--- config.mk ---
export PLATFORM = sky130hd
export DESIGN_NAME = request_unit
export DESIGN_NICKNAME = d
export VERILOG_FILES = /design/src/rtl/cpu_types_pkg.sv /design/src/rtl/ru_wait_counter.sv /design/src/rtl/request_unit.sv
export SDC_FILE = /design/constraint.sdc
export NUM_CORES = 1
export LEC_CHECK = 0
export ABC_AREA = 1
export CORE_ASPECT_RATIO = 0.9
export CORE_MARGIN = 2
export CORE_UTILIZATION = 49
export DETAILED_ROUTE_END_ITERATION = 6
export PLACE_DENSITY = 0.73
export REMOVE_ABC_BUFFERS = 1
export SYNTH_ARGS = -nofsm -noshare
export SYNTH_HDL_FRONTEND = slang
export SYNTH_SLANG_ARGS = --single-unit
--- constraint.sdc ---
create_clock -name CLK -period 2.91 [get_ports CLK]
set_input_delay 0.4365 -clock CLK [delete_from_list [all_inputs] [get_ports CLK]]
set_output_delay 0.4365 -clock CLK [all_outputs]
set_load 0.01 [all_outputs]
--- src/rtl/cpu_types_pkg.sv ---
// Shared CPU datapath types: request sequencer state and pending data-op encodings.
package cpu_types_pkg;

  typedef enum logic [1:0] {
    IDLE,
    FETCH,
    DATA,
    HALT
  } ru_state_t;

  typedef enum logic [1:0] {
    OP_NONE,
    OP_READ,
    OP_WRITE
  } ru_op_t;

  // States in which a memory request is outstanding and the wait counter runs.
  function automatic logic ruIsActive(input ru_state_t s);
    return (s == FETCH) || (s == DATA);
  endfunction

endpackage

--- src/rtl/ru_wait_counter.sv ---
// Saturating wait counter with synchronous clear and enable; flags when it sits at its limit.
module ru_wait_counter #(
  parameter int TIMEOUT = 200,
  parameter int CNT_W   = $clog2(TIMEOUT + 1)
) (
  input  logic clk,
  input  logic rst,
  input  logic clear_i,
  input  logic enable_i,
  output logic atLimit_o
);

  logic [CNT_W-1:0] count_q;
  logic [CNT_W-1:0] count_d;
  logic             atLimit;

  assign atLimit = (count_q == CNT_W'(TIMEOUT));

  // Clear wins over enable; a disabled counter is also forced to zero so it never carries stale counts.
  always_comb begin
    count_d = count_q;
    if (clear_i || !enable_i) begin
      count_d = '0;
    end else if (!atLimit) begin
      count_d = count_q + CNT_W'(1);
    end
  end

  always_ff @(posedge clk or posedge rst) begin
    if (rst) begin
      count_q <= '0;
    end else begin
      count_q <= count_d;
    end
  end

  assign atLimit_o = atLimit;

endmodule

--- src/rtl/request_unit.sv ---
// Memory-request sequencer: fetches an instruction, services at most one data access, then strobes pc_en.
module request_unit
  import cpu_types_pkg::*;
#(
  parameter int TIMEOUT = 200,
  parameter int CNT_W   = $clog2(TIMEOUT + 1)
) (
  input  logic CLK,
  input  logic RST,
  input  logic ihit,
  input  logic dhit,
  input  logic dren_req,
  input  logic dwen_req,
  input  logic halt_req,
  output logic imemREN,
  output logic dmemREN,
  output logic dmemWEN,
  output logic pc_en,
  output logic halted,
  output logic timeout
);

  ru_state_t state_q;
  ru_state_t state_d;
  ru_op_t    op_q;
  ru_op_t    op_d;
  logic      cntClear;
  logic      cntEnable;
  logic      atLimit;

  always_ff @(posedge CLK or posedge RST) begin
    if (RST) begin
      state_q <= IDLE;
      op_q    <= OP_NONE;
    end else begin
      state_q <= state_d;
      op_q    <= op_d;
    end
  end

  // Only pc_en looks at the hit inputs combinationally; request outputs come from state and latched op.
  always_comb begin
    state_d = state_q;
    op_d    = op_q;
    imemREN = 1'b0;
    dmemREN = 1'b0;
    dmemWEN = 1'b0;
    pc_en   = 1'b0;
    halted  = 1'b0;
    unique case (state_q)
      IDLE: begin
        state_d = FETCH;
      end
      FETCH: begin
        imemREN = 1'b1;
        if (ihit) begin
          if (halt_req) begin
            state_d = HALT;
          end else if (dwen_req) begin
            op_d    = OP_WRITE;
            state_d = DATA;
          end else if (dren_req) begin
            op_d    = OP_READ;
            state_d = DATA;
          end else begin
            pc_en = 1'b1;
          end
        end
      end
      DATA: begin
        dmemWEN = (op_q == OP_WRITE);
        dmemREN = (op_q != OP_WRITE);
        if (dhit) begin
          pc_en   = 1'b1;
          op_d    = OP_NONE;
          state_d = FETCH;
        end
      end
      HALT: begin
        halted = 1'b1;
      end
      default: begin
        state_d = IDLE;
      end
    endcase
  end

  // A request's wait restarts whenever the state changes or the hit it is waiting on arrives.
  assign cntEnable = ruIsActive(state_q);
  assign cntClear  = (state_d != state_q)
                   || ((state_q == FETCH) && ihit)
                   || ((state_q == DATA) && dhit);

  ru_wait_counter #(
    .TIMEOUT (TIMEOUT),
    .CNT_W   (CNT_W)
  ) u_wait_counter (
    .clk       (CLK),
    .rst       (RST),
    .clear_i   (cntClear),
    .enable_i  (cntEnable),
    .atLimit_o (atLimit)
  );

  assign timeout = atLimit && ruIsActive(state_q);

endmodule

Yosys cells after proc, flatten, opt, wreduce, memory -nomap -nowiden
Cells that the tools add are included.
Word-level totals
  output and inout port bits: 6
  bits in read-only memories: 0
  register bits: 12
  bits in latches: 0
  memories kept: 0
  RAM bits: 0
Cells by class
  $add $sub $neg: 1
  order comparisons: 0
  multipliers: 0
  div/mod/pow operators: 0
  multiplexer cells: 24
  shift operators: 0
  eq/ne operators: 12
  reduce and logical (&&, ||, !) cells: 11
  bitwise gates (word level): 0
Operator list (count)
  $mux 2: 10
  $mux 8: 2
  $mux 1: 9
  $add 8x1->8 const B: 1
  $eq 8x8->1 const B: 1
  $ne 2x2->1 const B: 4
  $eq 2x2->1 const B: 3
  $pmux 2 s3: 1
  $reduce_and 5->1: 1
  $logic_or 1x1->1: 4
  $pmux 2 s2: 1
  $logic_and 1x1->1: 3
  $ne 3x3->1 const B: 1
  $eq 2x1->1 const B: 1
  $logic_not 2->1: 1
  $ne 2x1->1 const B: 1
  $ne 2x2->1: 1
  $pmux 1 s2: 1
  $reduce_bool 2->1: 1
  $logic_not 1->1: 1

Longest topological paths before layout
  depth after elaboration: 10
  depth in mapped cells: 11

Modules after synthesis
Synthesis repeated with hierarchy kept, for this count alone.
Second synthesis, totals
  cell total of the unflattened synthesis: 135
  area, all modules: 895.9 um2
By module, submodules not included
  ru_wait_counter: cells each 73, times used 1, area each 506.7 um2, sequential area each 200.2 um2
  request_unit: cells each 62, times used 1, area each 389.1 um2, sequential area each 100.1 um2

Worst setup path after synthesis
No wires, ideal clock.
  path type: flip-flop to output port
  start: register state_q[1]
  end: output pc_en
  slack: 1.253 ns
  cell stages (with the launch flop): 7
  buffers on the path: 0
  arrival time: 1.220 ns
  path through: dfrtp_1 inv_1 ha_1 nand2_1 nand2_1 nand2_1 a21oi_1
On the way
  longest elaborated chain between the ends: 2
  elaborated cells on any way between the ends: 3
RTL lines
  start, declared: line request_unit.sv:23  | ru_state_t state_q;
  start signal, assigned: line request_unit.sv:36  | state_q <= state_d;
  $eq 2x2->1 or $eq 2x1->1 (tied branches): line request_unit.sv:50  | unique case (state_q)
  $pmux 1 s2 (*): line request_unit.sv:50
  end, declared: line request_unit.sv:18  | output logic pc_en,
Every way passes the cells marked *; elsewhere a longest branch is shown, timed or not.

Final worst setup path
Ends and elaborated chain as after synthesis.

==> results_dict.tcl <==
set metrics [dict create \
    footprint_of_the_multi_input_gates_um2 422 \
    numCtsBuffers 3 \
    die_h_um 42.0 \
    antenna-diode-count 0 \
    tns_ps 0 \
    worstPathArrival_ps 2070 \
    cp_slowest_cell "sky130_fd_sc_hd__clkdlybuf4s50_1" \
    fp-row-count 13 \
    worst_pin_slew_ps 452 \
    r2r_cells 7 \
    number_of_port_buffers 12 \
    cts_setup_buffers 0 \
    ir_drop_v 0.000628 \
    cts-resized-gates 0 \
    clock_sink_count 12 \
    yosys.area_share.adder 0.0955 \
    cp-start-kind "flop" \
    syn_area_per_cell_um2 7.28 \
    io-pin-count 13 \
    critical_path.n_buffers_inverters 2 \
    fin_crit_ps 2500 \
    path_clk_slew_ps 70 \
    regToRegEndpoint "op_q[0]" \
    r2r_slack_ps 1240 \
    final.period_utilization 0.861 \
    post-dp-hpwl_um 1120 \
    wire_length_of_the_first_global_routing_pass_um 2640 \
    latest_clock_arrival_within_the_worst_skew_pair_ps 280 \
    place.gp.congestion 0.777 \
    worst-path-stages 7 \
    timing.slew.headroom 0.698 \
    post_route_cells_drive_above_1_share 0.0726 \
    synth_xor_xnor_area_share 0.0669 \
    drc_violation_count_after_routing 0 \
    hold_path.class "in2async" \
    htree_num_levels 1 \
    detailroute.via_count 684 \
    track_usage 0.181 \
    cts-hold-fix-buffers 0 \
    fin_total_pwr_uw 699 \
    num-nets-final 138 \
    seqCellArea_um2 300 \
    core_ar_um2 1480 \
    cpMostUsedCell "sky130_fd_sc_hd__nand2_1" \
    detailedPlace.worstSlack_ps 649 \
    cellPowerDensity_nw_per_um2 721 \
    1st_pass_router_iterations 4 \
    fin_skew_ps 3.56 \
    timing.final.max_slew_violations 0 \
    timing.max_cap.violations 0 \
    critical_path.reg2reg.startpoint "state_q[1]" \
    achievable-frequency_mhz 399 \
    synth_compound_gate_area_share 0.0573 \
    first_iter_violations 14 \
    synth_top_family_by_area "simple AND/OR/NAND/NOR gates" \
    ant_nets 0 \
    initial_antenna_violation_count 0 \
    post_synth_num_cell_types 19 \
    critPathKind "reg2out" \
    critical_path_peak_fanout 5 \
    root_buffer "sky130_fd_sc_hd__clkbuf_4" \
    cp.required_ps 2470 \
    worst_path_largest_cell_delay_ps 550 \
    die_area_um2 1940 \
    final-hold-violation-count 0 \
    clock_path_buffers 2 \
    synth_sequential_area_ratio 0.382 \
    hold_slack_ps 463 \
    synth.area.mux_share 0 \
    p_leak_nw 0.488 \
    start_util 0.531 \
    cts_tree "done" \
    synth_cells 108 \
    grt_pass1_vias 617 \
    run_status "finished clean" \
    syn-cell-area_um2 786 \
    worst_setup_path_end_kind "output port" \
    fillers 122 \
    setup_violations 0 \
    rsz_0062_raised_after_global_routing "false" \
    crit_path_cell_trace "inv_1, ha_1, nand2_1, nand2_1, nand2_1, a21oi_1, clkdlybuf4s50_1" \
    syn2layout_area_growth_pct 23.4 \
    cp_top_delay_family "buffers and inverters" \
    die_w_um 46.2 \
    via_per_inst 4.68 \
    route.final.wire_length_um 1390 \
    worst_setup_startpoint "state_q[1]" \
    remaining_overflow_grt 0 \
    synth_simple_gate_area_share 0.317 \
    pin_count_of_the_biggest_net_entering_global_routing 13 \
    synthesis.yosys.warnings 0 \
    final.setup.worst_slack_ps 405 \
    avgRoutedWirePerCell_um 9.55 \
    synth-seq-cells 12 \
]
[synth_stat cells]
cell	count	area share
sky130_fd_sc_hd__nor3_1	2	0.013
sky130_fd_sc_hd__nor2_2	1	0.0080
sky130_fd_sc_hd__inv_1	17	0.081
sky130_fd_sc_hd__nand2_1	29	0.14
sky130_fd_sc_hd__or2_2	1	0.0080
sky130_fd_sc_hd__xor2_1	4	0.045
sky130_fd_sc_hd__ha_1	6	0.096
sky130_fd_sc_hd__nand4_1	1	0.0080
sky130_fd_sc_hd__o21ai_1	2	0.013
sky130_fd_sc_hd__xnor2_1	2	0.022
sky130_fd_sc_hd__nand3_1	6	0.038
sky130_fd_sc_hd__nand2_4	1	0.014
sky130_fd_sc_hd__dfrtp_1	12	0.38
sky130_fd_sc_hd__nor2_1	17	0.081
sky130_fd_sc_hd__a21o_2	1	0.011
sky130_fd_sc_hd__o21ai_0	2	0.013
sky130_fd_sc_hd__a21oi_1	2	0.013
sky130_fd_sc_hd__nand2_2	1	0.0080
sky130_fd_sc_hd__o22ai_1	1	0.0080
[worst max-delay path by stage]
stage	to	slack, ps
6_report	pc_en	410
5_1_grt	pc_en	160
4_1_cts	pc_en	410
3_5_place_dp	pc_en	650
3_3_place_gp	pc_en	650
2_1_floorplan	pc_en	1250
[worst reg2reg max path, stage by stage (launching register included)]
cell and delay (ps):
sky130_fd_sc_hd__dfrtp_1 430, sky130_fd_sc_hd__inv_1 150, sky130_fd_sc_hd__ha_1 270, sky130_fd_sc_hd__nand2_1 120
sky130_fd_sc_hd__nor3_1 310, sky130_fd_sc_hd__o21ai_1 130, sky130_fd_sc_hd__nand2_1 70, sky130_fd_sc_hd__o21ai_1 60
[where the power goes]
group	switching [mW]	internal (mW)	leakage [nW]
clock	0.0556	0.0762	0.0210
sequential	0.0307	0.196	0.161
combinational	0.202	0.139	0.306
[cells in the final DEF (no fill, tap or decap), drive strengths merged]
cell type      count
clkbuf             4
a21o               1
a21oi              2
nor3               2
inv               17
xnor2              2
o22ai              1
xor2               4
nand3              6
clkdlybuf4s50     12
or2                1
ha                 6
nand4              1
o21ai              4
nand2             31
dfrtp             12
nor2              18
[cell type report]
cell class,instances,area share
clock buffers,4,0.0374
inverters,17,0.0658
multi-input cells,79,0.435
flip-flops and latches,12,0.310
well taps,22,0.0284
repair buffers,12,0.124
[stage by stage]
step                       util  area (µm²)  instances
after floorplan               -         786        108
after global placement    0.631         933        142
after detailed placement  0.631         933        142
after CTS                 0.655         970        146
after global routing      0.655         970        146
final                     0.655         970        146
[per-layer routing]
metal | vias to the layer above | track usage | wire (µm)
met5 | - | 0 | 0
met4 | 0 | 0.0343 | 8
met3 | 2 | 0.0647 | 65
met2 | 12 | 0.253 | 587
met1 | 308 | 0.268 | 734
li1 | 362 | - | -
[flip-flops by register name (all words and copies together), names as in the netlist, named ones only]
signal and cells:
op_q 2, u_wait_counter.count_q 8, state_q 1
[logic make-up (layout without fill, tap and decap cells)]
family / Yosys count / count (layout)
AND/OR/NAND/NOR: 59 / 59
buffers and inverters: 17 / 33
flip-flops: 12 / 12
AO/OA/AOI/OAI: 8 / 8
adder cells (fa/ha/maj): 6 / 6
XOR/XNOR: 6 / 6
(Power assumes the default switching activity.)
